<file path="config.mk">
export PLATFORM = sky130hd
export DESIGN_NAME = mem_access_scheduler_flat
export DESIGN_NICKNAME = d
export VERILOG_FILES = /design/src/rtl/mem_access_scheduler_if.sv /design/src/rtl/mem_access_scheduler.sv /design/src/flat_wrapper.sv
export SDC_FILE = /design/constraint.sdc
export NUM_CORES = 1
export LEC_CHECK = 0
export CORE_ASPECT_RATIO = 1.1
export CORE_MARGIN = 8
export CORE_UTILIZATION = 39
export CTS_CLUSTER_DIAMETER = 50
export DETAILED_ROUTE_END_ITERATION = 6
export GPL_TIMING_DRIVEN = 0
export PLACE_DENSITY_LB_ADDON = 0.08
export SLEW_MARGIN = 5
export SYNTH_ARGS = -nofsm -noshare
export SYNTH_HDL_FRONTEND = slang
export SYNTH_SLANG_ARGS = --single-unit
</file>
<file path="constraint.sdc">
create_clock -name clk -period 6.7 [get_ports clk]
set_clock_uncertainty 0.15 [all_clocks]
set_input_delay 0.67 -clock clk [delete_from_list [all_inputs] [get_ports clk]]
set_output_delay 0.67 -clock clk [all_outputs]
set_load 0.02 [all_outputs]
</file>
<file path="src/rtl/mem_access_scheduler_if.sv">
// Bus bundle between the memory access scheduler, its requesters, the RAM and the
// response consumers. The slave modport is the scheduler's view.
interface mem_access_scheduler_if #(
    parameter int NUM_REQ = 3,
    parameter int ADDR_W  = 16,
    parameter int DATA_W  = 16,
    parameter int TAG_W   = 8
);
    localparam int ID_W = (NUM_REQ > 1) ? $clog2(NUM_REQ) : 1;

    logic [NUM_REQ-1:0]        req_valid;
    logic [NUM_REQ-1:0]        req_ready;
    logic [NUM_REQ-1:0]        req_we;
    logic [NUM_REQ*ADDR_W-1:0] req_addr;
    logic [NUM_REQ*DATA_W-1:0] req_wdata;
    logic [NUM_REQ*TAG_W-1:0]  req_tag;

    logic                      ram_we;
    logic [ADDR_W-1:0]         ram_waddr;
    logic [DATA_W-1:0]         ram_wdata;
    logic [ADDR_W-1:0]         ram_raddr;
    logic [DATA_W-1:0]         ram_rdata;

    logic                      rsp_valid;
    logic [ID_W-1:0]           rsp_req_id;
    logic [TAG_W-1:0]          rsp_tag;
    logic [DATA_W-1:0]         rsp_data;

    logic                      busy;
    logic [31:0]               stat_reads;
    logic [31:0]               stat_writes;
    logic [31:0]               stat_stalls;

    modport master (
        output req_valid, req_we, req_addr, req_wdata, req_tag, ram_rdata,
        input  req_ready, ram_we, ram_waddr, ram_wdata, ram_raddr,
               rsp_valid, rsp_req_id, rsp_tag, rsp_data,
               busy, stat_reads, stat_writes, stat_stalls
    );

    modport slave (
        input  req_valid, req_we, req_addr, req_wdata, req_tag, ram_rdata,
        output req_ready, ram_we, ram_waddr, ram_wdata, ram_raddr,
               rsp_valid, rsp_req_id, rsp_tag, rsp_data,
               busy, stat_reads, stat_writes, stat_stalls
    );
endinterface

</file>
<file path="src/rtl/mem_access_scheduler.sv">
// Round-robin arbiter + in-order request queue sharing one RAM between NUM_REQ requesters.
// Optional access/stall counters are built only when SCHED_STATS_EN is defined.
module mem_access_scheduler #(
    parameter int NUM_REQ = 3,
    parameter int ADDR_W  = 16,
    parameter int DATA_W  = 16,
    parameter int TAG_W   = 8,
    parameter int DEPTH   = 8,
    parameter int RD_LAT  = 0
) (
    input  logic                  clk,
    input  logic                  rst,
    mem_access_scheduler_if.slave bus
);
    localparam int ID_W  = (NUM_REQ > 1) ? $clog2(NUM_REQ) : 1;
    localparam int PTR_W = (DEPTH > 1) ? $clog2(DEPTH) : 1;
    localparam int CNT_W = $clog2(DEPTH + 1);

    typedef struct packed {
        logic              we;
        logic [ADDR_W-1:0] addr;
        logic [DATA_W-1:0] wdata;
        logic [TAG_W-1:0]  tag;
        logic [ID_W-1:0]   id;
    } entry_t;

    entry_t            fifo_q [2**PTR_W];
    logic [PTR_W-1:0]  wr_ptr_q, wr_ptr_d;
    logic [PTR_W-1:0]  rd_ptr_q, rd_ptr_d;
    logic [CNT_W-1:0]  count_q, count_d;
    logic [ID_W-1:0]   rr_ptr_q, rr_ptr_d;
    logic [ADDR_W-1:0] raddr_q, raddr_d;

    logic              grant_valid;
    logic [ID_W-1:0]   grant_id;
    logic [ID_W-1:0]   idx;
    entry_t            push_entry;
    entry_t            head;
    logic              push, pop, iss_rd, iss_wr;

    logic              fin_valid;
    logic [ID_W-1:0]   fin_id;
    logic [TAG_W-1:0]  fin_tag;
    logic              pipe_busy;

    logic              rsp_valid_q;
    logic [ID_W-1:0]   rsp_id_q;
    logic [TAG_W-1:0]  rsp_tag_q;
    logic [DATA_W-1:0] rsp_data_q;

    function automatic logic [PTR_W-1:0] ptr_inc(input logic [PTR_W-1:0] p);
        ptr_inc = (p == PTR_W'(DEPTH - 1)) ? '0 : p + PTR_W'(1);
    endfunction

    // Handshake: a requester holds req_valid and its payload stable until it sees
    // req_ready; the transfer happens on the edge where both are high. At most one
    // req_ready is set, and none while the queue is full.
    always_comb begin
        grant_valid = 1'b0;
        grant_id    = '0;
        idx         = '0;
        if (count_q != CNT_W'(DEPTH)) begin
            for (int k = 0; k < NUM_REQ; k++) begin
                idx = ID_W'((int'(rr_ptr_q) + k) % NUM_REQ);
                if (!grant_valid && bus.req_valid[idx]) begin
                    grant_valid = 1'b1;
                    grant_id    = idx;
                end
            end
        end
    end

    always_comb begin
        push_entry    = '0;
        push_entry.id = grant_id;
        for (int k = 0; k < NUM_REQ; k++) begin
            if (grant_id == ID_W'(k)) begin
                push_entry.we    = bus.req_we[k];
                push_entry.addr  = bus.req_addr[k*ADDR_W +: ADDR_W];
                push_entry.wdata = bus.req_wdata[k*DATA_W +: DATA_W];
                push_entry.tag   = bus.req_tag[k*TAG_W +: TAG_W];
            end
        end
    end

    assign bus.req_ready = grant_valid ? (NUM_REQ'(1) << grant_id) : '0;

    assign push   = grant_valid;
    assign pop    = (count_q != '0);
    assign head   = fifo_q[rd_ptr_q];
    assign iss_wr = pop & head.we;
    assign iss_rd = pop & ~head.we;

    always_comb begin
        wr_ptr_d = push ? ptr_inc(wr_ptr_q) : wr_ptr_q;
        rd_ptr_d = pop ? ptr_inc(rd_ptr_q) : rd_ptr_q;
        count_d  = count_q;
        if (push && !pop) begin
            count_d = count_q + CNT_W'(1);
        end else if (!push && pop) begin
            count_d = count_q - CNT_W'(1);
        end
        rr_ptr_d = rr_ptr_q;
        if (push) begin
            rr_ptr_d = (grant_id == ID_W'(NUM_REQ - 1)) ? '0 : grant_id + ID_W'(1);
        end
        raddr_d = iss_rd ? head.addr : raddr_q;
    end

    always_ff @(posedge clk) begin
        if (rst) begin
            wr_ptr_q <= '0;
            rd_ptr_q <= '0;
            count_q  <= '0;
            rr_ptr_q <= '0;
            raddr_q  <= '0;
        end else begin
            wr_ptr_q <= wr_ptr_d;
            rd_ptr_q <= rd_ptr_d;
            count_q  <= count_d;
            rr_ptr_q <= rr_ptr_d;
            raddr_q  <= raddr_d;
        end
    end

    always_ff @(posedge clk) begin
        if (push) begin
            fifo_q[wr_ptr_q] <= push_entry;
        end
    end

    assign bus.ram_we    = iss_wr;
    assign bus.ram_waddr = iss_wr ? head.addr : '0;
    assign bus.ram_wdata = iss_wr ? head.wdata : '0;
    assign bus.ram_raddr = raddr_d;

    // Reads in flight carry {valid, id, tag} until ram_rdata is valid for them.
    generate
        if (RD_LAT == 0) begin : g_lat0
            assign fin_valid = iss_rd;
            assign fin_id    = head.id;
            assign fin_tag   = head.tag;
            assign pipe_busy = 1'b0;
        end else begin : g_latn
            logic [RD_LAT-1:0] v_q;
            logic [ID_W-1:0]   id_q  [RD_LAT];
            logic [TAG_W-1:0]  tag_q [RD_LAT];

            always_ff @(posedge clk) begin
                if (rst) begin
                    v_q <= '0;
                end else begin
                    v_q[0] <= iss_rd;
                    for (int k = 1; k < RD_LAT; k++) begin
                        v_q[k] <= v_q[k-1];
                    end
                end
            end

            always_ff @(posedge clk) begin
                id_q[0]  <= head.id;
                tag_q[0] <= head.tag;
                for (int k = 1; k < RD_LAT; k++) begin
                    id_q[k]  <= id_q[k-1];
                    tag_q[k] <= tag_q[k-1];
                end
            end

            assign fin_valid = v_q[RD_LAT-1];
            assign fin_id    = id_q[RD_LAT-1];
            assign fin_tag   = tag_q[RD_LAT-1];
            assign pipe_busy = |v_q;
        end
    endgenerate

    always_ff @(posedge clk) begin
        if (rst) begin
            rsp_valid_q <= 1'b0;
            rsp_id_q    <= '0;
            rsp_tag_q   <= '0;
            rsp_data_q  <= '0;
        end else begin
            rsp_valid_q <= fin_valid;
            if (fin_valid) begin
                rsp_id_q   <= fin_id;
                rsp_tag_q  <= fin_tag;
                rsp_data_q <= bus.ram_rdata;
            end
        end
    end

    assign bus.rsp_valid  = rsp_valid_q;
    assign bus.rsp_req_id = rsp_id_q;
    assign bus.rsp_tag    = rsp_tag_q;
    assign bus.rsp_data   = rsp_data_q;
    assign bus.busy       = (count_q != '0) | pipe_busy;

`ifdef SCHED_STATS_EN
    logic [31:0] stat_reads_q, stat_writes_q, stat_stalls_q;
    logic        stall;

    assign stall = (|bus.req_valid) && (count_q == CNT_W'(DEPTH));

    // Counters stick at all-ones rather than wrapping.
    always_ff @(posedge clk) begin
        if (rst) begin
            stat_reads_q  <= '0;
            stat_writes_q <= '0;
            stat_stalls_q <= '0;
        end else begin
            if (iss_rd && stat_reads_q != '1)  stat_reads_q  <= stat_reads_q + 32'd1;
            if (iss_wr && stat_writes_q != '1) stat_writes_q <= stat_writes_q + 32'd1;
            if (stall && stat_stalls_q != '1)  stat_stalls_q <= stat_stalls_q + 32'd1;
        end
    end

    assign bus.stat_reads  = stat_reads_q;
    assign bus.stat_writes = stat_writes_q;
    assign bus.stat_stalls = stat_stalls_q;
`else
    assign bus.stat_reads  = '0;
    assign bus.stat_writes = '0;
    assign bus.stat_stalls = '0;
`endif

endmodule

</file>
<file path="src/flat_wrapper.sv">
// flat-port wrapper written by rule: the top's interface ports become plain ports
module mem_access_scheduler_flat 
#(
    parameter int NUM_REQ = 3,
    parameter int ADDR_W  = 16,
    parameter int DATA_W  = 16,
    parameter int TAG_W   = 8,
    parameter int DEPTH   = 8,
    parameter int RD_LAT  = 0
)
  (clk, rst, bus_req_valid, bus_req_we, bus_req_addr, bus_req_wdata, bus_req_tag, bus_ram_rdata, bus_req_ready, bus_ram_we, bus_ram_waddr, bus_ram_wdata, bus_ram_raddr, bus_rsp_valid, bus_rsp_req_id, bus_rsp_tag, bus_rsp_data, bus_busy, bus_stat_reads, bus_stat_writes, bus_stat_stalls);
  mem_access_scheduler_if #(.NUM_REQ(NUM_REQ), .ADDR_W(ADDR_W), .DATA_W(DATA_W), .TAG_W(TAG_W)) bus_i ();
  input  logic clk;
  input  logic rst;
  input wire logic [$bits(bus_i.req_valid)-1:0] bus_req_valid;
  input wire logic [$bits(bus_i.req_we)-1:0] bus_req_we;
  input wire logic [$bits(bus_i.req_addr)-1:0] bus_req_addr;
  input wire logic [$bits(bus_i.req_wdata)-1:0] bus_req_wdata;
  input wire logic [$bits(bus_i.req_tag)-1:0] bus_req_tag;
  input wire logic [$bits(bus_i.ram_rdata)-1:0] bus_ram_rdata;
  output wire logic [$bits(bus_i.req_ready)-1:0] bus_req_ready;
  output wire logic [$bits(bus_i.ram_we)-1:0] bus_ram_we;
  output wire logic [$bits(bus_i.ram_waddr)-1:0] bus_ram_waddr;
  output wire logic [$bits(bus_i.ram_wdata)-1:0] bus_ram_wdata;
  output wire logic [$bits(bus_i.ram_raddr)-1:0] bus_ram_raddr;
  output wire logic [$bits(bus_i.rsp_valid)-1:0] bus_rsp_valid;
  output wire logic [$bits(bus_i.rsp_req_id)-1:0] bus_rsp_req_id;
  output wire logic [$bits(bus_i.rsp_tag)-1:0] bus_rsp_tag;
  output wire logic [$bits(bus_i.rsp_data)-1:0] bus_rsp_data;
  output wire logic [$bits(bus_i.busy)-1:0] bus_busy;
  output wire logic [$bits(bus_i.stat_reads)-1:0] bus_stat_reads;
  output wire logic [$bits(bus_i.stat_writes)-1:0] bus_stat_writes;
  output wire logic [$bits(bus_i.stat_stalls)-1:0] bus_stat_stalls;
  assign bus_i.req_valid = bus_req_valid;
  assign bus_i.req_we = bus_req_we;
  assign bus_i.req_addr = bus_req_addr;
  assign bus_i.req_wdata = bus_req_wdata;
  assign bus_i.req_tag = bus_req_tag;
  assign bus_i.ram_rdata = bus_ram_rdata;
  assign bus_req_ready = bus_i.req_ready;
  assign bus_ram_we = bus_i.ram_we;
  assign bus_ram_waddr = bus_i.ram_waddr;
  assign bus_ram_wdata = bus_i.ram_wdata;
  assign bus_ram_raddr = bus_i.ram_raddr;
  assign bus_rsp_valid = bus_i.rsp_valid;
  assign bus_rsp_req_id = bus_i.rsp_req_id;
  assign bus_rsp_tag = bus_i.rsp_tag;
  assign bus_rsp_data = bus_i.rsp_data;
  assign bus_busy = bus_i.busy;
  assign bus_stat_reads = bus_i.stat_reads;
  assign bus_stat_writes = bus_i.stat_writes;
  assign bus_stat_stalls = bus_i.stat_stalls;
  mem_access_scheduler #(.NUM_REQ(NUM_REQ), .ADDR_W(ADDR_W), .DATA_W(DATA_W), .TAG_W(TAG_W), .DEPTH(DEPTH), .RD_LAT(RD_LAT)) u_core (.clk(clk), .rst(rst), .bus(bus_i));
endmodule
</file>
[Yosys cells after proc, flatten, opt, wreduce, memory -nomap -nowiden]
Memory sizes are Yosys's and may differ from the RTL's. A register that Yosys moved wholly into a read port is not among the register bits.
Index checks and enable logic that the tools add are counted.
Widths: inputs -> output; s select.
Word-level totals
  bits in read-only memories: 0
  input port bits: 144
  latch bits: 0
  output and inout bits: 176
  RAM bits: 344
  memories kept: 1
  flip-flop bits (word level): 55
  logic and storage cells: 75
Memory list
  u_core.fifo_q: words 8, width 43, read ports 1, clocked after memory_dff 1, wr ports 1, RTL line mem_access_scheduler.sv:27  | entry_t fifo_q [2**PTR_W];
Cells by class
  bitwise operators: 3
  shift operators: 1
  multiply operators: 0
  order comparisons: 3
  multiplexer cells: 32
  div/mod/pow operators: 3
  reduce and logical (&&, ||, !) cells: 11
  equal/unequal tests: 5
  $add $sub $neg: 7
Operators by type and width (number)
  $mux 41: 3
  $mod 32x3->32 const B: 2
  $mux 16: 3
  $mod 3x3->32 const B: 1
  $mux 3: 5
  $mux 1: 11
  $mux 2: 5
  $lt 2x3->1 const B: 3
  $mux 4: 2
  $add 3x1->3 const B: 2
  $bmux 1 s2: 3
  $eq 3x3->1 const B: 2
  $add 4x1->4 const B: 1
  $logic_and 1x1->1: 4
  $logic_not 1->1: 4
  $ne 4x4->1 const B: 1
  $reduce_bool 4->1: 1
  $sub 4x1->4 const B: 1
  $add 2x1->3 const B: 1
  $add 2x2->3 const B: 1
  $shl 1x2->3 const A: 1
  $add 2x1->2 const B: 1
  $and 1x1->1: 2
  $eq 2x1->1 const B: 1
  other kinds (4): 4

[Logic depth before layout (Yosys ltp)]
  depth after elaboration: 17
  mapped depth: 14
  gate-level depth less buffers: 13

[Worst setup path after synthesis]
No wires, ideal clock.
  kind: input to register
  from: in bus_req_valid[1]
  to: mem u_core.fifo_q[6][0] (netlist name) (enable)
  data arrival time: 5.197 ns
  stages: 6
  data required time: 6.044 ns
  path slack: 0.848 ns
  path through: buf_2 nor2_1 maj3_2 a2111oi_4 nand2_2 nor3b_1
Between the ends
  longest elaborated chain between the ends: 14
RTL lines
  from (decl): RTL line flat_wrapper.sv:15  | input wire logic [$bits(bus_i.req_valid)-1:0] bus_req_valid;
  $bmux 1 s2: RTL line mem_access_scheduler.sv:65  | if (!grant_valid && bus.req_valid[idx]) begin
  $mux 1 (not written as such): RTL line mem_access_scheduler.sv:65
  $mux 1: RTL line mem_access_scheduler.sv:65
  $mux 1: RTL line mem_access_scheduler.sv:62  | if (count_q != CNT_W'(DEPTH)) begin
  $logic_not 1->1: RTL line mem_access_scheduler.sv:65
  $logic_and 1x1->1: RTL line mem_access_scheduler.sv:65
  $mux 1: RTL line mem_access_scheduler.sv:65
  $mux 1: RTL line mem_access_scheduler.sv:62
  $logic_not 1->1: RTL line mem_access_scheduler.sv:65
  $logic_and 1x1->1: RTL line mem_access_scheduler.sv:65
  $mux 1 *: RTL line mem_access_scheduler.sv:65
  $mux 1 *: RTL line mem_access_scheduler.sv:62
  via u_core.grant_valid: RTL line mem_access_scheduler.sv:34  | logic grant_valid;
  $mux 1 *: RTL line mem_access_scheduler.sv:127  | if (push) begin
  $mux 1 (not written as such) *: RTL line mem_access_scheduler.sv:128  | fifo_q[wr_ptr_q] <= push_entry;
  to (decl): RTL line mem_access_scheduler.sv:27
The timed path passes the listed nets; every way through them passes the cells marked *. The select of a mux whose other input is x is not followed.

[Worst setup path after layout]
  from: reg u_core.rr_ptr_q[0]
  to: out bus_req_ready[0]
Between the ends
  longest elaborated chain between the ends: 15
RTL lines
  from (decl): RTL line mem_access_scheduler.sv:31  | logic [ID_W-1:0] rr_ptr_q, rr_ptr_d;
  from (signal assigned): RTL line mem_access_scheduler.sv:121  | rr_ptr_q <= rr_ptr_d;
  branches (longest 14 deep; another with $mod 32x3->32)
  $mux 3 *: RTL line mem_access_scheduler.sv:86  | assign bus.req_ready = grant_valid ? (NUM_REQ'(1) << grant_id) : '0;
  to (decl): RTL line flat_wrapper.sv:21  | output wire logic [$bits(bus_i.req_ready)-1:0] bus_req_ready;
Mark *: on every way between the ends. The select of a mux whose other input is x is not followed.

==> flow_summary.json <==
{
  "worst_hold_path_type": "reg -> reg",
  "post_detailed_route_wirelength_per_cell_microns": 21.9,
  "area_growth_pct": 30.4,
  "port-buffer-count": 221,
  "path_clk_slew_ps": 60,
  "worstPathRequired_ps": 5880,
  "r2r_start": "u_core.rr_ptr_q[0]$_SDFFE_PP0P_",
  "powerDensity_nw_per_um2": 480,
  "gr-total-overflow": 0,
  "timing.hold.worst.start": "u_core.bus.rsp_data[10]$_SDFFE_PP0P_",
  "whs_ps": 303,
  "post_cts.resized_instances": 0,
  "yosysSeqAreaShare_pct": 66.3,
  "synth_area_per_cell_sq_um": 17.0,
  "multi_input_area_sq_um": 5180,
  "layout-drive-gt1-share_pct": 28.9,
  "dpl.hpwl_mm": 31.8,
  "number_of_instances_in_the_synthesized_netlist": 1022,
  "die_area_sq_um": 51500,
  "synth_cell_types": 51,
  "hold_viol_final": 0,
  "start_util_pct": 39.2,
  "worstPathCellList": "inv_1, ha_1, buf_2, nor2_1, a21oi_1, a2111oi_1, a211o_1, buf_4, buf_2, and3_1, clkdlybuf4s50_1",
  "timing.fmax_mhz": 213,
  "seqCellArea_sq_um": 11500,
  "synth_top_cells_by_area": "sky130_fd_sc_hd__edfxtp_1 (60%), sky130_fd_sc_hd__mux4_2 (11%), sky130_fd_sc_hd__dfxtp_1 (6.7%)",
  "timing_startpoint_of_the_critical_path": "u_core.rr_ptr_q[0]$_SDFFE_PP0P_",
  "total_grt_usage_pct": 17.0,
  "power.leakage_nw": 7.94,
  "drt_pass1_iterations": 5,
  "post_drt_via_cell_ratio": 4.82,
  "die-width_microns": 217,
  "drc": 0,
  "netlist_area_sq_um": 17300,
  "critPathCaptureType": "output pin",
  "postLayoutSetupSlackWorst_ps": 2020,
  "antenna_cells": 0,
  "timing.critical_path.arrival_ps": 3860,
  "ioPinCount": 320,
  "run_status": "finished clean",
  "tritoncts": "yes",
  "register_bit_count_reported_by_yosys": 402,
  "initialDrtViolationCount": 512,
  "antenna_found_initial": 1,
  "post-cts-setup-buffers": 0,
  "cts-hold-fix-buffers": 0,
  "cts-root-to-sink-buffers": 3,
  "floorplan.core_area_sq_um": 44200,
  "most_prevalent_standard_cell_on_the_critical_path": "sky130_fd_sc_hd__buf_2",
  "setup_viol": 0,
  "max_cap_violations": 0,
  "standard_cell_with_the_maximum_stage_delay_on_the_critical_path": "sky130_fd_sc_hd__clkdlybuf4s50_1",
  "fill_cells": 3772,
  "layout_common_cells": "sky130_fd_sc_hd__edfxtp_1 (344), sky130_fd_sc_hd__clkdlybuf4s50_1 (221), sky130_fd_sc_hd__buf_4 (112), sky130_fd_sc_hd__conb_1 (96), sky130_fd_sc_hd__mux4_2 (86)",
  "worst-setup-path-type": "reg -> out",
  "cts_num_sinks": 402,
  "cp_max_fo": 10,
  "via_count_of_the_first_global_routing_pass": 10300,
  "netlist.top_cell.by_area": "sky130_fd_sc_hd__edfxtp_1",
  "post-place-ws_ps": 1610,
  "async_flop_share_pct": 0,
  "largest_net_degree_at_the_start_of_global_routing": 31,
  "grt_pass1_wl_mm": 66.4,
  "final.setup.tns_ps": 0,
  "finalCriticalPeriod_ps": 4680,
  "finish.net_count": 1567,
  "cts_inserted_buffers": 46,
  "tightestPinTransition_ps": 1290,
  "synth_largest_type_area_fraction_pct": 59.6,
  "final_common_cell": "sky130_fd_sc_hd__edfxtp_1",
  "place_congestion": 0.710,
  "final_antenna_net_count": 0,
  "grt_setup_unrepaired": "no",
  "final_min_period_over_clock_period_pct": 69.9,
  "yosys_warnings": 0,
  "final_max_slew_viol_count": 0,
  "root_buffer": "sky130_fd_sc_hd__clkbuf_16",
  "cp_slowest_stage_delay_ps": 620,
  "clock_insertion_delay_worst_skew_ps": 550,
  "row_count": 81,
  "worst_ir_drop_vdd_v": 0.000203,
  "dr_total_vias": 9785,
  "drt-total-wl_mm": 44.4,
  "relSlewSlack_pct": 13.5,
  "die_h_microns": 237,
  "final_cell_count_no_fill": 2030,
  "ys_dominant_reg_cell": "sky130_fd_sc_hd__edfxtp_1",
  "htreeDepth": 2,
  "worstSetupStartpointType": "register",
  "dp.cells": 1947,
  "synth_enable_flop_cells": 344
}
==> cell type report <==
cell class | count | area share (%)
sequential | 402 | 50.8
tap | 581 | 3.22
inverter | 12 | 0.199
clock inverter | 29 | 1.41
multi-input combinational | 548 | 22.9
timing repair buffer | 249 | 11.5
clock buffer | 54 | 5.41
buffer | 155 | 4.52
==> where the power goes <==
part	internal [W]	total, W	switching [W]
sequential	0.00354	0.00368	0.000133
combinational	0.00211	0.00467	0.00256
clock	0.00154	0.00251	0.000971
==> registers in the layout, summed over array words and instances (netlist names), named ones only <==
register	count
u_core.bus.rsp_valid	1
u_core.count_q	4
u_core.bus.rsp_req_id	2
u_core.fifo_q	344
u_core.raddr_q	16
u_core.bus.rsp_data	16
u_core.rd_ptr_q	3
u_core.rr_ptr_q	2
u_core.wr_ptr_q	3
u_core.bus.rsp_tag	8
==> final timing paths <==
path                                                to  slack (ps)  cells past startpoint
setup / recovery                      bus_req_ready[0]        2020                     11
hold / removal    u_core.bus.rsp_data[10]$_SDFFE_PP0P_         300                      2
setup reg to reg        u_core.fifo_q[4][37]$_DFFE_PP_        2070                     11
hold reg to reg   u_core.bus.rsp_data[10]$_SDFFE_PP0P_         300                      2
==> per-layer routing <==
layer | vias to the layer above | wire length (microns) | global-route usage, %
met5 | - | 0 | 0
met4 | 0 | 640 | 3.61
met3 | 55 | 2540 | 3.79
met2 | 283 | 21900 | 29.0
met1 | 4900 | 19300 | 21.9
li1 | 4547 | - | -
==> worst max-delay path, delay by kind of cell, from the launching register on <==
| kind | cells | cell delay [ps] |
|---|---|---|
| buffers and inverters | 5 | 1550 |
| AO/OA/AOI/OAI | 3 | 870 |
| AND/OR/NAND/NOR | 2 | 370 |
| flip-flops | 1 | 330 |
| adder cells (fa/ha/maj) | 1 | 190 |
==> kinds of logic after synthesis <==
kind of cell,synth area share [%]
multiplexers,19.2
AO/OA/AOI/OAI,3.05
XOR/XNOR,0.202
buffers and inverters,6.15
other,0.0216
flip-flops,66.3
AND/OR/NAND/NOR,4.29
adder cells (fa/ha/maj),0.780
==> synthesized netlist by cell type (3+ instances only) <==
library cell / instances
sky130_fd_sc_hd__nor2_1: 64
sky130_fd_sc_hd__a211oi_1: 16
sky130_fd_sc_hd__nor2b_1: 34
sky130_fd_sc_hd__buf_1: 5
sky130_fd_sc_hd__clkbuf_1: 22
sky130_fd_sc_hd__inv_1: 10
sky130_fd_sc_hd__edfxtp_1: 344
sky130_fd_sc_hd__mux2_2: 82
sky130_fd_sc_hd__buf_6: 3
sky130_fd_sc_hd__mux2i_1: 32
sky130_fd_sc_hd__a211oi_2: 4
sky130_fd_sc_hd__ha_1: 9
sky130_fd_sc_hd__mux4_2: 86
sky130_fd_sc_hd__mux2_4: 10
sky130_fd_sc_hd__nor3_1: 5
sky130_fd_sc_hd__nand2_1: 38
sky130_fd_sc_hd__buf_4: 104
sky130_fd_sc_hd__buf_2: 21
sky130_fd_sc_hd__a2111oi_0: 11
sky130_fd_sc_hd__a21oi_1: 22
sky130_fd_sc_hd__dfxtp_1: 58
sky130_fd_sc_hd__a21o_1: 3
sky130_fd_sc_hd__and2_1: 3
==> stage by stage <==
step	power, W	utilization, %	instance area [sq um]
global placement	0.00834	46.7	20600
global route	0.0114	51.2	22600
finish	0.0109	51.2	22600
detailed placement	0.00850	47.7	21100
CTS	0.0110	51.2	22600
floorplan	0.00662	-	17700
No activity file was read; power rests on OpenSTA's default activity.
